### src/rtl/frame_seq_ctrl.sv
// Run controller for the frame/line pattern generator: gates gen_en, counts whole frames,
// ends runs only on a frame boundary and checks every frame's line/pixel geometry.
module frame_seq_ctrl #(
    parameter int HANG_NUM    = 32,
    parameter int LIE_NUM     = 32,
    parameter int ARM_TIMEOUT = 4096,
    parameter int CNT_W       = 16
) (
    input  logic             clk,
    input  logic             rst,
    input  logic             start,
    input  logic             stop,
    input  logic             err_clr,
    input  logic [CNT_W-1:0] frame_cfg,
    input  logic             fs,
    input  logic             hs,
    output logic             gen_en,
    output logic             busy,
    output logic             done,
    output logic [CNT_W-1:0] frames_done,
    output logic             line_err,
    output logic             pix_err,
    output logic             tmo_err
);
    localparam int GW     = 11;
    localparam int WAIT_W = $clog2(ARM_TIMEOUT + 1);

    localparam logic [GW-1:0]     G_MAX    = '1;
    localparam logic [GW-1:0]     HANG_V   = GW'(HANG_NUM);
    localparam logic [GW-1:0]     LIE_V    = GW'(LIE_NUM);
    localparam logic [WAIT_W-1:0] TMO_LAST = WAIT_W'(ARM_TIMEOUT - 1);

    typedef enum logic [2:0] {
        S_IDLE,
        S_ARM,
        S_RUN,
        S_GAP,
        S_DONE,
        S_ERR
    } state_t;

    state_t            state, state_nxt;
    logic              fs_d, hs_d;
    logic [GW-1:0]     line_cnt, line_cnt_nxt;
    logic [GW-1:0]     pix_cnt, pix_cnt_nxt;
    logic [WAIT_W-1:0] wait_cnt, wait_cnt_nxt;
    logic [CNT_W-1:0]  cfg, cfg_nxt, frames_nxt, frames_inc;
    logic              stop_pend, stop_pend_nxt;
    logic              line_err_nxt, pix_err_nxt, tmo_err_nxt;
    logic              fs_rise, fs_fall, hs_rise, hs_fall;
    logic [GW-1:0]     lines_seen;

    assign fs_rise = fs & ~fs_d;
    assign fs_fall = ~fs & fs_d;
    assign hs_rise = hs & ~hs_d;
    assign hs_fall = ~hs & hs_d;

    // A line ending on the same cycle as the frame must be included in the frame compare.
    assign lines_seen = (hs_fall && line_cnt != G_MAX) ? line_cnt + 1'b1 : line_cnt;
    assign frames_inc = (frames_done == '1) ? frames_done : frames_done + 1'b1;

    always_comb begin
        state_nxt     = state;
        line_cnt_nxt  = line_cnt;
        pix_cnt_nxt   = pix_cnt;
        wait_cnt_nxt  = wait_cnt;
        cfg_nxt       = cfg;
        frames_nxt    = frames_done;
        stop_pend_nxt = stop_pend;
        line_err_nxt  = line_err;
        pix_err_nxt   = pix_err;
        tmo_err_nxt   = tmo_err;

        if (hs_rise) begin
            pix_cnt_nxt = GW'(1);
        end else if (hs && pix_cnt != G_MAX) begin
            pix_cnt_nxt = pix_cnt + 1'b1;
        end

        if (err_clr) begin
            line_err_nxt = 1'b0;
            pix_err_nxt  = 1'b0;
            tmo_err_nxt  = 1'b0;
        end

        case (state)
            S_IDLE: begin
                if (start && !stop) begin
                    state_nxt     = S_ARM;
                    cfg_nxt       = frame_cfg;
                    frames_nxt    = '0;
                    line_err_nxt  = 1'b0;
                    pix_err_nxt   = 1'b0;
                    tmo_err_nxt   = 1'b0;
                    stop_pend_nxt = 1'b0;
                    wait_cnt_nxt  = '0;
                end
            end
            S_ARM: begin
                if (fs_rise) begin
                    state_nxt    = S_RUN;
                    line_cnt_nxt = '0;
                end else if (stop) begin
                    state_nxt = S_DONE;
                end else if (wait_cnt == TMO_LAST) begin
                    state_nxt   = S_ERR;
                    tmo_err_nxt = 1'b1;
                end else begin
                    wait_cnt_nxt = wait_cnt + 1'b1;
                end
            end
            S_RUN: begin
                if (stop) begin
                    stop_pend_nxt = 1'b1;
                end
                if (hs_fall) begin
                    if (pix_cnt != LIE_V) begin
                        pix_err_nxt = 1'b1;
                    end
                    line_cnt_nxt = lines_seen;
                end
                if (fs_fall) begin
                    if (lines_seen != HANG_V) begin
                        line_err_nxt = 1'b1;
                    end
                    frames_nxt = frames_inc;
                    if (stop_pend || stop || (cfg != '0 && frames_inc == cfg)) begin
                        state_nxt = S_DONE;
                    end else begin
                        state_nxt = S_GAP;
                    end
                end
            end
            S_GAP: begin
                // stop wins over a coincident fs rise so no partial frame is started
                if (stop) begin
                    state_nxt = S_DONE;
                end else if (fs_rise) begin
                    state_nxt    = S_RUN;
                    line_cnt_nxt = '0;
                end
            end
            S_DONE: begin
                state_nxt = S_IDLE;
            end
            S_ERR: begin
                if (err_clr) begin
                    state_nxt = S_IDLE;
                end
            end
            default: begin
                state_nxt = S_IDLE;
            end
        endcase
    end

    always_ff @(posedge clk or posedge rst) begin
        if (rst) begin
            state       <= S_IDLE;
            fs_d        <= 1'b0;
            hs_d        <= 1'b0;
            line_cnt    <= '0;
            pix_cnt     <= '0;
            wait_cnt    <= '0;
            cfg         <= '0;
            stop_pend   <= 1'b0;
            frames_done <= '0;
            line_err    <= 1'b0;
            pix_err     <= 1'b0;
            tmo_err     <= 1'b0;
            gen_en      <= 1'b0;
            busy        <= 1'b0;
            done        <= 1'b0;
        end else begin
            state       <= state_nxt;
            fs_d        <= fs;
            hs_d        <= hs;
            line_cnt    <= line_cnt_nxt;
            pix_cnt     <= pix_cnt_nxt;
            wait_cnt    <= wait_cnt_nxt;
            cfg         <= cfg_nxt;
            stop_pend   <= stop_pend_nxt;
            frames_done <= frames_nxt;
            line_err    <= line_err_nxt;
            pix_err     <= pix_err_nxt;
            tmo_err     <= tmo_err_nxt;
            gen_en      <= (state_nxt == S_ARM) || (state_nxt == S_RUN) || (state_nxt == S_GAP);
            busy        <= (state_nxt != S_IDLE);
            done        <= (state_nxt == S_DONE);
        end
    end

endmodule

### config.mk
export PLATFORM = sky130hd
export DESIGN_NAME = frame_seq_ctrl
export DESIGN_NICKNAME = d
export VERILOG_FILES = /design/src/rtl/frame_seq_ctrl.sv
export SDC_FILE = /design/constraint.sdc
export NUM_CORES = 1
export LEC_CHECK = 0
export ABC_AREA = 1
export CORE_ASPECT_RATIO = 2
export CORE_MARGIN = 2
export CORE_UTILIZATION = 40
export CTS_BUF_LIST = sky130_fd_sc_hd__clkbuf_16
export CTS_CLUSTER_SIZE = 30
export DETAILED_ROUTE_END_ITERATION = 10
export DONT_BUFFER_PORTS = 1
export PLACE_DENSITY_LB_ADDON = 0.3
export SLEW_MARGIN = 25
export SYNTH_ARGS = -nofsm -noshare
export SYNTH_HDL_FRONTEND = slang
export SYNTH_SLANG_ARGS = --single-unit
### constraint.sdc
create_clock -name clk -period 3.6 [get_ports clk]
set_input_delay 0.54 -clock clk [delete_from_list [all_inputs] [get_ports clk]]
set_output_delay 0.54 -clock clk [all_outputs]
set_load 0.01 [all_outputs]
* Word-level counts from Yosys, hierarchy flattened *
Cells that the tools add are included.

operators by class
  mux-type cells = 45
  reductions and logical operators = 21
  multiply operators = 0
  div/mod/pow operators = 0
  eq/ne operators = 23
  add/sub/neg operators = 4
  order comparisons = 0
  shifts and indexed selects = 0
  bitwise gates (word level) = 8

operators by type and width
  cell                   count
  $mux 11                6
  $mux 13                4
  $mux 16                3
  $pmux 11 s3            1
  $pmux 16 s2            1
  $mux 3                 9
  $pmux 13 s2            1
  $add 11x1->11 const B  2
  $ne 11x11->1 const B   2
  $ne 11x6->1 const B    2
  $add 16x1->16 const B  1
  $eq 16x16->1           1
  $eq 16x16->1 const B   1
  $ne 2x2->1 const B     8
  $reduce_bool 16->1     1
  $mux 1                 15
  $pmux 3 s5             1
  $add 13x1->13 const B  1
  $eq 13x12->1 const B   1
  $eq 3x2->1 const B     4
  $reduce_and 3->1       3
  $pmux 1 s2             4
  $eq 3x1->1 const B     2
  $eq 3x3->1 const B     2
  other kinds (10)       25

storage, ports and cells
  bits in read-only memories = 0
  input bits = 23
  logic and storage cells = 116
  bits in registers = 79
  memory bits (writable) = 0
  latch bits = 0
  memories kept = 0

* Logic depth before layout (Yosys ltp) *
  depth in word-level cells = 11
  gate-level depth with buffers = 18

* Worst setup path after synthesis *
No wires, ideal clock.

  path type = flip-flop to flip-flop
  from = reg frames_done[0]
  to = reg busy
  buffers on the path = 1
  setup slack = 1.501 ns
  library setup time = 0.124 ns
  data arrival time = 1.974 ns
  required time = 3.476 ns
  stages on the path, launching flop included = 18
  path through = dfrtp_1 -> ha_1 -> inv_2 -> nor2_4 -> nand2_4 -> nor2_8 -> inv_4 -> buf_6 -> nand2_4 -> nand2_2 -> a21oi_2 -> nand2_1 -> nor2_1 -> nand2_1 -> nand3_2 -> nand3_2 -> inv_1 -> nand2_1

between the ends
  word-level cells in the longest chain between the ends = 9
  elaborated cells on any way between the ends = 10
  those cells by class = 1 x add/sub; 2 x eq/ne; 4 x mux; 3 x reduce/logical

ends and longest elaborated chain
  what                                           line  RTL
  start: declaration                             20    output logic [CNT_W-1:0] frames_done,
  start signal: assignment                       183   frames_done <= frames_nxt;
  $add 16x1->16 or $eq 16x16->1 (tied branches)  60    assign frames_inc = (frames_done == '1) ? frames_done : frames_done + 1'b1;
  $mux 16 (*)                                    60
  $eq 16x16->1 (*)                               127   if (stop_pend || stop || (cfg != '0 && frames_inc == cfg)) begin
  $logic_and 1x1->1 (*)                          127
  $logic_or 1x1->1 (*)                           127
  $mux 3 (*)                                     127
  $mux 3 (*)                                     122   if (fs_fall) begin
  $pmux 3 s5 (*)                                 86    case (state)
  $reduce_bool 3->1 (*)                          188   busy <= (state_nxt != S_IDLE);
  end signal: assignment                         188
  end: declaration                               18    output logic busy,

Mark *: on every way between the ends. The rest lies on a longest branch, timed or not.
A chain may end at the register's enable or synchronous reset.

* Worst setup path after layout *
  from = reg frames_done[2]
  to = reg busy

Same word-level chain as after synthesis.

==> impl_metrics.csv <==
group,metric,value,unit
logic_synthesis,synth_edf_count,0,
cts,htree_levels,3,
sta,timing.max_slew.rel_slack,0.4841,
global_route,antenna_found_initial,0,
critical_path,path_buf_inv,1,
logic_synthesis,synth_common_cells,"nand2_1, inv_1, dfrtp_1, nor2_1, o21ai_0",
critical_path,endpoint_kind,"flip-flop",
sta,max_freq,402.8,MHz
cts,clkTransAtPathRegs,0.06,ns
cts,clockRootBuffer,"clkbuf_16",
cells_and_area,seq_area,1977,µm²
logic_synthesis,synth_area_leaders,"dfrtp_1, nand2_1, inv_1",
logic_synthesis,synthFlopType,"dfrtp_1",
power,ir_worst_vdd,0.3198,mV
critical_path,critPathLaunchType,"flip-flop",
power,p_seq_frac,0.419,
cts,cts_resized,0,
logic_synthesis,synth_seq_cells,79,
cells_and_area,nets,653,
route,first_pass_iters,4,
sta,hold_viol,0,
global_route,track_usage,0.2134,
cells_and_area,fill_cells,1135,
critical_path,cp.arrival,2.70,ns
cells_and_area,drive_gt1_frac,0.07619,
logic_synthesis,yosysSeqAreaShare,0.4316,
sta,rsz0062_at_grt,"false",
logic_synthesis,syn_area_per_cell,7.400,µm²
cts,insertion_delay,0.34,ns
hold_path,holdCritPathClass,"in -> async",
cts,cts_tree,"yes",
cells_and_area,finalCoreUtilization,0.4518,
route,wl_per_cell,16.36,µm
power,comb_power_share,0.233,
global_route,grt_pass1_vias,4271,
critical_path,required,3.82,ns
die,coreArea,11220,µm²
route,detail-route-antenna-nets,0,
die,initial_utilization,0.4084,
sta,worst_pin_slew,0.7544,ns
die,io_pins,45,
sta,clock-skew-final,0.007404,ns
run,drv_cap,0,
sta,min_period,2.483,ns
logic_synthesis,synthArstFlopShare,1.000,
logic_synthesis,syn_inst,619,
cts,cts.hold.buffers_added,0,
critical_path,worst_path_most_repeated_cell,"nand2_1",
logic_synthesis,synth_most_common_cell,"nand2_1",
critical_path,criticalPathCategory,"reg -> reg",
sta,setup_tns,0,ns
placement,dpl.hpwl,9.800,mm
die,fp.dieW,79.67,µm
power,internal-power,1.839,mW
outcome,status,"completed",
logic_synthesis,synth_top_area_frac,0.4316,
sta,setup_ws,1.117,ns
cts,cts_buffers,9,
power,power.density,546.8,nW/µm²
power,p_sw,932.0,µW
logic_synthesis,yosys_warnings,0,
cells_and_area,syn2layout_area_growth,10.63,%
cells_and_area,diodes,0,
cts,clockBufferDepth,2,
sta,fin_crit_sh,0.6896,
power,p_leak,2.382,nW
global_route,grt_max_degree,38,
power,pwr-share-clk,0.349,
critical_path,crit_slowest_cell,"dfrtp_1",
logic_synthesis,synth_nets,647,
cells_and_area,multi_input_area,2208,µm²
cts,postCtsSetupRepairBufs,0,
critical_path,path_max_fanout,6,
route,vias,4106,
die,die_area,12380,µm²
die,dieHeight,155.3,µm
logic_synthesis,synth_top_area_cell,"dfrtp_1",
placement,pre_cts_slack,1.100,ns
placement,gp_congestion,0.8947,
cts,clock-sinks,79,
critical_path,slowest_delay,0.52,ns
route,drc,0,
logic_synthesis,synthesis.area,4581,µm²
placement,io_buffers,0,
global_route,overflow,0,
logic_synthesis,synthDistinctLibCells,41,
critical_path,critPathTopFamily,"simple AND/OR/NAND/NOR gates",
route,wirelength,12.63,mm
power,switching_share,0.3364,
route,drtIter0Drc,209,
global_route,grt_pass1_wl,20.27,mm
sta,setup_violations,0,
die,rows,55,
sta,maxSlewViolCount,0,
critical_path,path_cells,"nand2_1 -> nor2_2 -> nand2_1 -> xor2_1 -> nand3_1 -> a21oi_2 -> nand2_1 -> nor2_1 -> nand2_1 -> nand3_2 -> nand3_2 -> inv_1 -> nand2_1",
route,via_per_inst,5.319,
state kept, by name, summed over array words and instances, names as in the netlist, 3 cells and up:
| register | cells |
|---|---|
| pix_cnt | 11 |
| wait_cnt | 13 |
| state | 3 |
| line_cnt | 11 |
| cfg | 16 |
| frames_done | 16 |
power groups by stage:
stage | combinational (mW) | clock, mW | sequential [mW]
finish | 0.645 | 0.966 | 1.16
detailed placement | 0.639 | 0 | 1.17
global route | 0.725 | 1.02 | 1.18
CTS | 0.644 | 0.984 | 1.16
global placement | 0.630 | 0 | 1.17
floorplan | 0.478 | 0 | 1.13
final cells by class:
class,count,area share
tap,142,0.03506
multi-input combinational,437,0.4358
clock buffer,9,0.04444
clock inverter,7,0.01753
inverter,93,0.06963
sequential,79,0.3901
timing repair buffer,5,0.007407
final timing paths:
kind | slack (ns) | startpoint | depth (start not counted) | to
min reg2reg | 0.51 | wait_cnt[10] | 1 | wait_cnt[10]
min in group clk | 0.23 | hs | 0 | hs_d
min | 0.06 | rst | 1 | line_cnt[0]
max | 1.12 | frames_done[2] | 13 | busy
max in group asynchronous | 2.70 | rst | 2 | frames_done[1]
max reg2reg | 1.12 | frames_done[2] | 13 | busy
worst register-to-register path: stages, from the launching register on:
cell	delay, ns
dfrtp_1	0.52
nand2_1	0.14
nor2_2	0.35
nand2_1	0.15
xor2_1	0.30
nand3_1	0.16
a21oi_2	0.16
nand2_1	0.07
nor2_1	0.11
nand2_1	0.11
nand3_2	0.11
nand3_2	0.07
inv_1	0.07
nand2_1	0.04
kinds of logic after synthesis:
| kind of cell | count (synthesis) | share of synthesized area |
|---|---|---|
| flops | 79 | 0.4316 |
| buf+inv | 103 | 0.08686 |
| compound gates | 94 | 0.1188 |
| xor+xnor | 15 | 0.02868 |
| simple gates | 323 | 0.3204 |
| fa+ha+maj | 5 | 0.01366 |
cells in the final DEF, fill, tap and decap left out, types with 3 or more instances in the layout:
master and n:
nand3_1 42, nor4_1 5, nor2_1 56, nor2_2 6, nand2_1 159, nand2_4 3
clkbuf_16 9, xor2_1 12, a21oi_1 13, inv_1 89, a221oi_1 3, xnor2_1 3
ha_1 5, o21bai_1 3, nor3_1 16, nand2_2 5, o22ai_1 13, o21ai_0 49
buf_4 5, nand3_2 5, dfrtp_1 79, nand4_1 19, o21a_1 3
per-layer routing:
layer / vias up / track usage / part of all wire
met5: - / 0 / 0
met4: 0 / 0.1388 / 0.058
met3: 49 / 0.04930 / 0.050
met2: 123 / 0.3982 / 0.55
met1: 1902 / 0.1990 / 0.34
li1: 2032 / - / -
metrics by stage:
step	power [mW]	cells	cell area, µm²	hold WS (ns)
5_1_grt	2.927	772	5067	0.07914
3_5_place_dp	1.814	756	4753	0.4369
2_1_floorplan	1.612	619	4581	0.4561
3_3_place_gp	1.803	756	4753	0.4336
6_report	2.771	772	5067	0.05827
4_1_cts	2.787	772	5067	0.07243
Note: power is estimated with default switching activity, not from simulation.
